### src/rtl/gcd_req_master_if.sv
// ---------------------------------------------------------------------------
// gcd_req_master_if
//
// Bundles every non-clock/reset signal of the GCD request master: the operand
// source handshake, the engine req/busy/valid handshake and the status
// outputs. Signal names keep the _i/_o suffixes as seen from the master.
//
//   Source side   : op_valid_i, op_a_i, op_b_i  -> master
//                   op_ready_o                  <- master
//   Engine side   : req_o, a_o, b_o             <- master
//                   busy_i, valid_i, result_val_i -> master
//   Status        : result_val_o, result_valid_o, rej_cnt_o, idle_o <- master
//
// Modports:
//   master - used by gcd_req_master itself
//   slave  - used by whatever surrounds it (source + engine + observer)
// ---------------------------------------------------------------------------
interface gcd_req_master_if #(
  parameter int WIDTH = 8
);

  // Operand source handshake
  logic             op_valid_i;
  logic [WIDTH-1:0] op_a_i;
  logic [WIDTH-1:0] op_b_i;
  logic             op_ready_o;

  // Engine request / result handshake
  logic             req_o;
  logic [WIDTH-1:0] a_o;
  logic [WIDTH-1:0] b_o;
  logic             busy_i;
  logic             valid_i;
  logic [WIDTH-1:0] result_val_i;

  // Status / result outputs
  logic [WIDTH-1:0] result_val_o;
  logic             result_valid_o;
  logic [7:0]       rej_cnt_o;
  logic             idle_o;

  modport master (
    input  op_valid_i, op_a_i, op_b_i,
    input  busy_i, valid_i, result_val_i,
    output op_ready_o,
    output req_o, a_o, b_o,
    output result_val_o, result_valid_o, rej_cnt_o, idle_o
  );

  modport slave (
    output op_valid_i, op_a_i, op_b_i,
    output busy_i, valid_i, result_val_i,
    input  op_ready_o,
    input  req_o, a_o, b_o,
    input  result_val_o, result_valid_o, rej_cnt_o, idle_o
  );

endinterface : gcd_req_master_if

### src/rtl/gcd_req_master.sv
// ---------------------------------------------------------------------------
// gcd_req_master
//
// Queued request master for the GCD engine. Operand pairs from the source are
// buffered in a DEPTH-entry FIFO; pairs with a zero operand are consumed but
// dropped and counted. A three-state FSM pops one pair at a time, presents it
// to the engine with a req/busy handshake, then waits for the engine's
// valid_i strobe and captures the result.
//
// Parameters:
//   WIDTH - operand/result width in bits (>= 2)
//   DEPTH - FIFO entries, power of two, >= 2
//
// Ports:
//   clk_i  - clock, all state changes on the rising edge
//   rst_i  - asynchronous active-high reset
//   bus    - gcd_req_master_if.master:
//     op_valid_i/op_a_i/op_b_i  operand pair from the source
//     op_ready_o                FIFO not full (pair taken on valid && ready)
//     req_o/a_o/b_o             request and operands to the engine
//     busy_i                    engine busy; request taken on req_o && !busy_i
//     valid_i/result_val_i      engine result strobe and value
//     result_val_o              last captured result
//     result_valid_o            one-cycle pulse when result_val_o updates
//     rej_cnt_o                 saturating count of zero-operand pairs
//     idle_o                    FSM idle and FIFO empty
// ---------------------------------------------------------------------------
module gcd_req_master #(
  parameter int WIDTH = 8,
  parameter int DEPTH = 4
) (
  input  logic                 clk_i,
  input  logic                 rst_i,
  gcd_req_master_if.master     bus
);

  localparam int              AW          = (DEPTH > 1) ? $clog2(DEPTH) : 1;
  localparam logic [AW-1:0]   LP_PTR_ONE  = AW'(1);
  localparam logic [AW:0]     LP_CNT_ONE  = (AW+1)'(1);
  localparam logic [AW:0]     LP_CNT_FULL = (AW+1)'(DEPTH);
  localparam logic [7:0]      LP_REJ_MAX  = 8'hFF;

  typedef enum logic [1:0] {
    ST_IDLE = 2'd0,
    ST_REQ  = 2'd1,
    ST_WAIT = 2'd2
  } state_t;

  // -------------------------------------------------------------------------
  // State
  // -------------------------------------------------------------------------
  state_t           r_state;
  logic             r_req;
  logic [WIDTH-1:0] r_a;
  logic [WIDTH-1:0] r_b;
  logic [WIDTH-1:0] r_res;
  logic             r_res_vld;
  logic [7:0]       r_rej_cnt;

  logic [WIDTH-1:0] r_mem_a [DEPTH];
  logic [WIDTH-1:0] r_mem_b [DEPTH];
  logic [AW-1:0]    r_wr_ptr;
  logic [AW-1:0]    r_rd_ptr;
  logic [AW:0]      r_count;

  // -------------------------------------------------------------------------
  // Intake / pop decode
  // -------------------------------------------------------------------------
  logic w_full;
  logic w_empty;
  logic w_take;
  logic w_nonzero;
  logic w_push;
  logic w_reject;
  logic w_pop;

  // Full/empty come only from the registered count, so op_ready_o never
  // depends on a same-cycle pop: a push into a full FIFO is always refused.
  assign w_full    = (r_count == LP_CNT_FULL);
  assign w_empty   = (r_count == '0);
  assign w_take    = bus.op_valid_i && !w_full;
  assign w_nonzero = (bus.op_a_i != '0) && (bus.op_b_i != '0);
  assign w_push    = w_take && w_nonzero;
  assign w_reject  = w_take && !w_nonzero;

  // Pop only from the registered state, so a pair pushed into an empty FIFO
  // is popped one edge later, never on the edge it arrives.
  assign w_pop     = (r_state == ST_IDLE) && !w_empty;

  // -------------------------------------------------------------------------
  // FIFO storage
  // -------------------------------------------------------------------------
  // NOTE: the storage array has no reset; validity is tracked by the pointers
  // and count alone, which keeps the array mappable to plain RAM/flops
  // without a reset tree.
  always_ff @(posedge clk_i) begin
    if (w_push) begin
      r_mem_a[r_wr_ptr] <= bus.op_a_i;
      r_mem_b[r_wr_ptr] <= bus.op_b_i;
    end
  end

  // -------------------------------------------------------------------------
  // FIFO pointers, occupancy and reject counter
  // -------------------------------------------------------------------------
  // NOTE: every clocked block uses non-blocking assignments only, so all
  // registers see the pre-edge values of each other regardless of order.
  always_ff @(posedge clk_i or posedge rst_i) begin
    if (rst_i) begin
      r_wr_ptr  <= '0;
      r_rd_ptr  <= '0;
      r_count   <= '0;
      r_rej_cnt <= '0;
    end else begin
      if (w_push) begin
        r_wr_ptr <= r_wr_ptr + LP_PTR_ONE;
      end
      if (w_pop) begin
        r_rd_ptr <= r_rd_ptr + LP_PTR_ONE;
      end

      // Push and pop together leave the occupancy unchanged.
      unique case ({w_push, w_pop})
        2'b10:   r_count <= r_count + LP_CNT_ONE;
        2'b01:   r_count <= r_count - LP_CNT_ONE;
        default: r_count <= r_count;
      endcase

      if (w_reject && (r_rej_cnt != LP_REJ_MAX)) begin
        r_rej_cnt <= r_rej_cnt + 8'd1;
      end
    end
  end

  // -------------------------------------------------------------------------
  // Request FSM with registered outputs
  // -------------------------------------------------------------------------
  always_ff @(posedge clk_i or posedge rst_i) begin
    if (rst_i) begin
      r_state   <= ST_IDLE;
      r_req     <= 1'b0;
      r_a       <= '0;
      r_b       <= '0;
      r_res     <= '0;
      r_res_vld <= 1'b0;
    end else begin
      r_res_vld <= 1'b0;

      unique case (r_state)
        ST_IDLE: begin
          if (w_pop) begin
            r_a     <= r_mem_a[r_rd_ptr];
            r_b     <= r_mem_b[r_rd_ptr];
            r_req   <= 1'b1;
            r_state <= ST_REQ;
          end
        end

        // a_o/b_o stay put while the engine is busy; they also keep their
        // values after acceptance until the next pop.
        ST_REQ: begin
          if (!bus.busy_i) begin
            r_req   <= 1'b0;
            r_state <= ST_WAIT;
          end
        end

        // valid_i only matters here; strobes in IDLE/REQ fall through.
        ST_WAIT: begin
          if (bus.valid_i) begin
            r_res     <= bus.result_val_i;
            r_res_vld <= 1'b1;
            r_state   <= ST_IDLE;
          end
        end

        default: begin
          r_req   <= 1'b0;
          r_state <= ST_IDLE;
        end
      endcase
    end
  end

  // -------------------------------------------------------------------------
  // Outputs
  // -------------------------------------------------------------------------
  assign bus.op_ready_o     = !w_full;
  assign bus.req_o          = r_req;
  assign bus.a_o            = r_a;
  assign bus.b_o            = r_b;
  assign bus.result_val_o   = r_res;
  assign bus.result_valid_o = r_res_vld;
  assign bus.rej_cnt_o      = r_rej_cnt;
  assign bus.idle_o         = (r_state == ST_IDLE) && w_empty;

endmodule : gcd_req_master
### src/flat_wrapper.sv
// flat-port wrapper written by rule: the top's interface ports become plain ports
module gcd_req_master_flat 
#(
  parameter int WIDTH = 8,
  parameter int DEPTH = 4
)
  (clk_i, rst_i, bus_op_valid_i, bus_op_a_i, bus_op_b_i, bus_busy_i, bus_valid_i, bus_result_val_i, bus_op_ready_o, bus_req_o, bus_a_o, bus_b_o, bus_result_val_o, bus_result_valid_o, bus_rej_cnt_o, bus_idle_o);
  gcd_req_master_if #(.WIDTH(WIDTH)) bus_i ();
  input  logic clk_i;
  input  logic rst_i;
  input wire logic [$bits(bus_i.op_valid_i)-1:0] bus_op_valid_i;
  input wire logic [$bits(bus_i.op_a_i)-1:0] bus_op_a_i;
  input wire logic [$bits(bus_i.op_b_i)-1:0] bus_op_b_i;
  input wire logic [$bits(bus_i.busy_i)-1:0] bus_busy_i;
  input wire logic [$bits(bus_i.valid_i)-1:0] bus_valid_i;
  input wire logic [$bits(bus_i.result_val_i)-1:0] bus_result_val_i;
  output wire logic [$bits(bus_i.op_ready_o)-1:0] bus_op_ready_o;
  output wire logic [$bits(bus_i.req_o)-1:0] bus_req_o;
  output wire logic [$bits(bus_i.a_o)-1:0] bus_a_o;
  output wire logic [$bits(bus_i.b_o)-1:0] bus_b_o;
  output wire logic [$bits(bus_i.result_val_o)-1:0] bus_result_val_o;
  output wire logic [$bits(bus_i.result_valid_o)-1:0] bus_result_valid_o;
  output wire logic [$bits(bus_i.rej_cnt_o)-1:0] bus_rej_cnt_o;
  output wire logic [$bits(bus_i.idle_o)-1:0] bus_idle_o;
  assign bus_i.op_valid_i = bus_op_valid_i;
  assign bus_i.op_a_i = bus_op_a_i;
  assign bus_i.op_b_i = bus_op_b_i;
  assign bus_i.busy_i = bus_busy_i;
  assign bus_i.valid_i = bus_valid_i;
  assign bus_i.result_val_i = bus_result_val_i;
  assign bus_op_ready_o = bus_i.op_ready_o;
  assign bus_req_o = bus_i.req_o;
  assign bus_a_o = bus_i.a_o;
  assign bus_b_o = bus_i.b_o;
  assign bus_result_val_o = bus_i.result_val_o;
  assign bus_result_valid_o = bus_i.result_valid_o;
  assign bus_rej_cnt_o = bus_i.rej_cnt_o;
  assign bus_idle_o = bus_i.idle_o;
  gcd_req_master #(.WIDTH(WIDTH), .DEPTH(DEPTH)) u_core (.clk_i(clk_i), .rst_i(rst_i), .bus(bus_i));
endmodule
### config.mk
export PLATFORM = sky130hd
export DESIGN_NAME = gcd_req_master_flat
export DESIGN_NICKNAME = d
export VERILOG_FILES = /design/src/rtl/gcd_req_master_if.sv /design/src/rtl/gcd_req_master.sv /design/src/flat_wrapper.sv
export SDC_FILE = /design/constraint.sdc
export NUM_CORES = 1
export LEC_CHECK = 0
export ABC_CLOCK_PERIOD_IN_PS = 3600
export CAP_MARGIN = 20
export CORE_AREA = 2 2 97 99
export DETAILED_ROUTE_END_ITERATION = 12
export DIE_AREA = 0 0 99 101
export GPL_TIMING_DRIVEN = 0
export HOLD_SLACK_MARGIN = 0.15
export PLACE_DENSITY = 0.7
export SETUP_SLACK_MARGIN = 0.1
export SLEW_MARGIN = 20
export SYNTH_ARGS = -nofsm -noshare
export SYNTH_HDL_FRONTEND = slang
export SYNTH_SLANG_ARGS = --single-unit
### constraint.sdc
create_clock -name clk_i -period 3.6 [get_ports clk_i]
set_clock_uncertainty 0.2 [all_clocks]
set_input_delay 0.54 -clock clk_i [delete_from_list [all_inputs] [get_ports clk_i]]
set_output_delay 0.54 -clock clk_i [all_outputs]
set_load 0.02 [all_outputs]
* Yosys cells after proc, flatten, opt, wreduce, memory -nomap -nowiden
Memories as Yosys holds them, arrays and structs flattened. A register that Yosys moved wholly into a read port is not among the register bits. Index checks and enable logic that the tools add are counted.
Operators by class: reductions and logical operators 19, add/sub/neg operators 5, bitwise logic cells 1, equal/unequal tests 9, muxes and demuxes 12
Operators with widths (count):
- nonzero test 8 bit | 2
- adder 8 x 1 -> 8 bit, second input constant | 1
- inequality test 8 bit, second input constant | 1
- logical AND 1 bit | 7
- 2-to-1 mux 1 bit | 6
- 2-to-1 mux 2 bit | 3
- one-hot mux 2 bit (3 select lines) | 1
- one-hot mux 3 bit (2 select lines) | 1
- AND reduction 3 bit | 2
- adder 2 x 1 -> 2 bit, second input constant | 2
- equality test 2 x 1 -> 1 bit, second input constant | 2
- equality test 2 bit, second input constant | 2
- inequality test 2 bit, second input constant | 2
- AND reduction 2 bit | 2
- adder 3 x 1 -> 3 bit, second input constant | 1
- equality test 3 bit, second input constant | 1
- logical NOT 1 bit | 3
- logical NOT 3 bit | 1
- one-hot mux 1 bit (3 select lines) | 1
- subtractor 3 x 1 -> 3 bit, second input constant | 1
- logical NOT 2 bit | 1
- inequality test 2 x 1 -> 1 bit, second input constant | 1
- nonzero test 2 bit | 1
- NOT 1 bit | 1
Word-level totals: input port bits 29, bits in writable memories 64, memories 2, bits in registers 27
Memories:
- u_core.r_mem_a | depth 4, bits a word 8, read ports 1, clocked after Yosys merged registers in 1, write ports 1, RTL line gcd_req_master.sv:60 | logic [WIDTH-1:0] r_mem_a [DEPTH];
- u_core.r_mem_b | depth 4, bits a word 8, read ports 1, clocked after Yosys merged registers in 1, write ports 1, RTL line gcd_req_master.sv:61 | logic [WIDTH-1:0] r_mem_b [DEPTH];

* Depth between registers and ports, before layout
word-level depth 6, depth in mapped cells 11

* Least setup slack after synthesis
Ideal clock, no wire load.
path type input port to flip-flop, start input port bus_op_b_i[1], end register u_core.r_count[2], cell stages on the path 11, path buffers 0, setup slack 1233 ps, data arrival time 2088 ps, required time 3321 ps, cell sequence nor4_1 nand2_1 nand2_1 nor2_1 inv_1 ha_1 inv_1 fa_1 xor2_1 nor2_1 xor2_1
On the way: cells in the longest elaborated chain, start to end 5, elaborated cells between the ends (all ways) 7, classes of those cells eq/ne (2); mux (1); reduce/logical (4)
Ends and longest elaborated chain:
- start, declared | RTL line flat_wrapper.sv:13 | input wire logic [$bits(bus_i.op_b_i)-1:0] bus_op_b_i;
- nonzero test 8 bit (*) | RTL line gcd_req_master.sv:82 | assign w_nonzero = (bus.op_a_i != '0) && (bus.op_b_i != '0);
- logical AND 1 bit (*) | RTL line gcd_req_master.sv:82
- logical AND 1 bit (*) | RTL line gcd_req_master.sv:83 | assign w_push = w_take && w_nonzero;
- equality test 2 x 1 -> 1 bit or equality test 2 bit (tied branches) | RTL line gcd_req_master.sv:123 | unique case ({w_push, w_pop})
- one-hot mux 3 bit (2 select lines) or nonzero test 2 bit (tied branches)
- end signal, assigned | RTL line gcd_req_master.sv:124 | 2'b10: r_count <= r_count + LP_CNT_ONE;
- end signal, assigned | RTL line gcd_req_master.sv:125 | 2'b01: r_count <= r_count - LP_CNT_ONE;
- end signal, assigned | RTL line gcd_req_master.sv:126 | default: r_count <= r_count;
- end, declared | RTL line gcd_req_master.sv:64 | logic [AW:0] r_count;
Mark *: on every way between the ends. The rest lies on a longest branch, timed or not. A chain may end at the register's enable or synchronous reset.

* Final worst setup path
start input port bus_op_b_i[4], end register u_core.r_count[2]
Same word-level chain as after synthesis.

==> reports/qor.yml <==
dpl_worst_slack_ns: 0.4260
num_antenna_cells: 0
dr.pass1.iters: 4
ys_warn_count: 0
path_cells: "clkdlybuf4s50_1, nor4_1, nand2_1, nand2_1, nor2_1, inv_1, ha_1, inv_1, fa_1, xor2_1, nor2_1, xor2_1"
path_depth: 12
cts_sinks: 107
p_int_w: 0.002799
drive_gt1_share_pct: 20.18
synth-edff-count: 64
fin_crit_sh_pct: 77.83
setup_ws_ns: 0.7982
clock_latency_ns: 0.35
synth-seq-cells: 107
fp.dieH_um: 101
p_leak_nw: 1.980
setup_violations: 0
vias_per_cell: 5.073
cts-root-buf: "clkbuf_8"
yosys.area.top_type: "edfxtp_1"
finalHoldViolCount: 0
synthTopCellsByArea: "edfxtp_1, dfrtp_1, mux4_2"
grt_setup_unrepaired: "false"
start_util_pct: 47.43
io_buffer_count: 64
post_drt_wl_per_cell_um: 16.68
drc: 0
r2r_setup_slack_ns: 0.91
synth_top_area_share_pct: 45.14
slowest_delay_ns: 0.50
core_area_um2: 8977
numCtsBuffers: 9
grt_pass1_vias: 2297
antenna_found_initial: 0
drt-initial-drc-count: 96
reg2regPathDepth: 9
pwr-share-comb_pct: 38.2
cellPowerDensity_nw_per_um2: 780.4
worstSetupStartpointType: "input pin"
num_rows: 35
p_clk_share_pct: 17.6
synthToLayoutAreaGrowth_pct: 23.33
grt_pass1_wl_um: 11760
vias: 2222
cts_buffer_depth: 2
async_flop_share_pct: 40.19
fin_crit_ns: 2.802
post_cts_buffers: 0
crit_slowest_cell: "clkdlybuf4s50_1"
dp.final_hpwl_um: 4876
clk_pin_slew_ns: 0.10
pin_count: 65
crit_family: "simple AND/OR/NAND/NOR gates"
crit_fanout: 7
worst_slew_pin_slew_ns: 0.8775
slew_headroom_pct: 41.50
arrival_ns: 2.88
slew_violations: 0
syn_inst: 246
synthDistinctLibCells: 38
synthFlopType: "edfxtp_1"
critical_path_class: "input pin to flip-flop"
nNetsFinal: 358
fmax_ghz: 0.3569
synth_seq_area_share_pct: 70.41
critPathCaptureType: "flip-flop"
wl_um: 7304
grt_usage_pct: 15.59
htree_num_levels: 3
gp_congestion: 0.7421
synth_area_um2: 4258
sw_frac_of_total_pct: 31.70
fin_setup_tns_ns: 0
ant_nets: 0
grt_remaining_overflow: 0
switching_power_w: 0.001299
seqPwrFrac_pct: 44.3
syn_nets: 282
r2r_start: "u_core.r_state[1]$_DFFE_PP0P_"
critPathRequiredTime_ns: 3.68
rr_endpoint: "u_core.r_count[2]$_DFFE_PP0P_"
ctsResizeCount: 0
drv_cap: 0
fillerInstances: 715
grt_max_degree: 27
die_width_um: 99
path_buf_inv: 3
die-area_um2: 9999
cts_hold_buffers: 0
cts_tree: "yes"
hp-class: "input pin to asynchronous set/reset pin"
final_cell_mix: "clkdlybuf4s50_1, edfxtp_1, dfrtp_1"
syn_area_per_cell_um2: 17.31
irDropWorstVdd_uv: 433.2
outcome: "complete, no violations"
[flip-flops by register name, indices dropped and copies added, names as in the netlist]
| register | count |
|---|---|
| u_core.r_mem_a | 32 |
| u_core.r_mem_b | 32 |
| u_core.bus.a_o | 8 |
| u_core.bus.b_o | 8 |
| u_core.bus.rej_cnt_o | 8 |
| u_core.bus.result_val_o | 8 |
| u_core.r_count | 3 |
| u_core.r_rd_ptr | 2 |
| u_core.r_state | 2 |
| u_core.r_wr_ptr | 2 |
| u_core.bus.req_o | 1 |
| u_core.bus.result_valid_o | 1 |
[kinds of logic after synthesis]
| group | share of synthesized area (%) |
|---|---|
| and+or+nand+nor | 7.493 |
| AOI/OAI and AO/OA | 1.763 |
| buffers and inverters | 1.939 |
| muxes | 13.90 |
| adders and majority gates | 2.233 |
| DFF | 70.41 |
| xor gates and xnor gates | 2.263 |
[layout make-up]
type                       count  area (um2)  area share, %
tap                          111       138.9          2.645
clock inverter                 5       62.56          1.191
sequential                   107        2998          57.09
clock buffer                  11       131.4          2.502
inverter                      10       37.54         0.7148
multi-input combinational    123        1177          22.42
timing repair buffer          65       660.6          12.58
buffer                         6       45.04         0.8578
[metrics by stage]
stage / hold slack [ns] / power (W) / utilization (%) / area [um2] / std cells
finish: 0.2805 / 0.004098 / 58.49 / 5251 / 438
global route: 0.3057 / 0.004341 / 58.49 / 5251 / 438
CTS: 0.2795 / 0.004166 / 58.49 / 5251 / 438
detailed placement: 0.2609 / 0.003440 / 56.33 / 5057 / 422
global placement: 0.2592 / 0.003389 / 56.11 / 5037 / 421
floorplan: 0.2748 / 0.002863 / - / 4258 / 246
[layer usage]
metal | up-vias | part of all wire [%] | GRT usage, %
met1 | 1104 | 44 | 20.27
li1 | 1062 | - | -
met5 | - | 0 | 0
met2 | 48 | 51 | 25.88
met4 | 0 | 1.3 | 5.058
met3 | 8 | 3.4 | 4.022
[power groups by stage]
stage | clock network (W) | logic (W) | registers [W]
after detailed placement | 0 | 0.00159 | 0.00185
after global routing | 0.000787 | 0.00170 | 0.00185
after CTS | 0.000745 | 0.00160 | 0.00182
final | 0.000719 | 0.00157 | 0.00181
after global placement | 0 | 0.00156 | 0.00183
after floorplan | 0 | 0.000867 | 0.00200
[worst max path at each step]
stage,startpoint,end,slack (ns)
3_5_place_dp,bus_op_a_i[4],u_core.r_mem_a[1][0]$_DFFE_PP_,0.43
3_3_place_gp,bus_op_b_i[4],u_core.r_count[2]$_DFFE_PP0P_,0.41
6_report,bus_op_b_i[4],u_core.r_count[2]$_DFFE_PP0P_,0.80
2_1_floorplan,bus_op_b_i[1],u_core.r_count[2]$_DFFE_PP0P_,1.23
5_1_grt,bus_op_b_i[4],u_core.r_count[2]$_DFFE_PP0P_,0.58
4_1_cts,bus_op_b_i[4],u_core.r_count[2]$_DFFE_PP0P_,0.81
[worst register-to-register path, cell delays in order, from the launching register on]
cell and delay, ns:
dfrtp_1 0.36, buf_2 0.16, nor3_4 0.54, buf_4 0.31
ha_1 0.21, inv_1 0.06, fa_1 0.37, xor2_1 0.15
nor2_1 0.11, xor2_1 0.15
[Yosys cell counts, types with 2 or more instances]
master / count
nor4_1: 2
nand4_1: 2
nor2_1: 3
buf_6: 2
a31oi_1: 2
mux2_2: 17
nand2b_1: 2
edfxtp_1: 64
inv_1: 9
xnor2_1: 8
a21oi_1: 3
mux4_2: 16
nor4_2: 2
nand2_1: 31
buf_2: 3
dfrtp_1: 43
xor2_1: 3
and2_1: 5
nand3_1: 4
ha_1: 6
mux2_4: 2
Power figures use the tool's default switching activity.
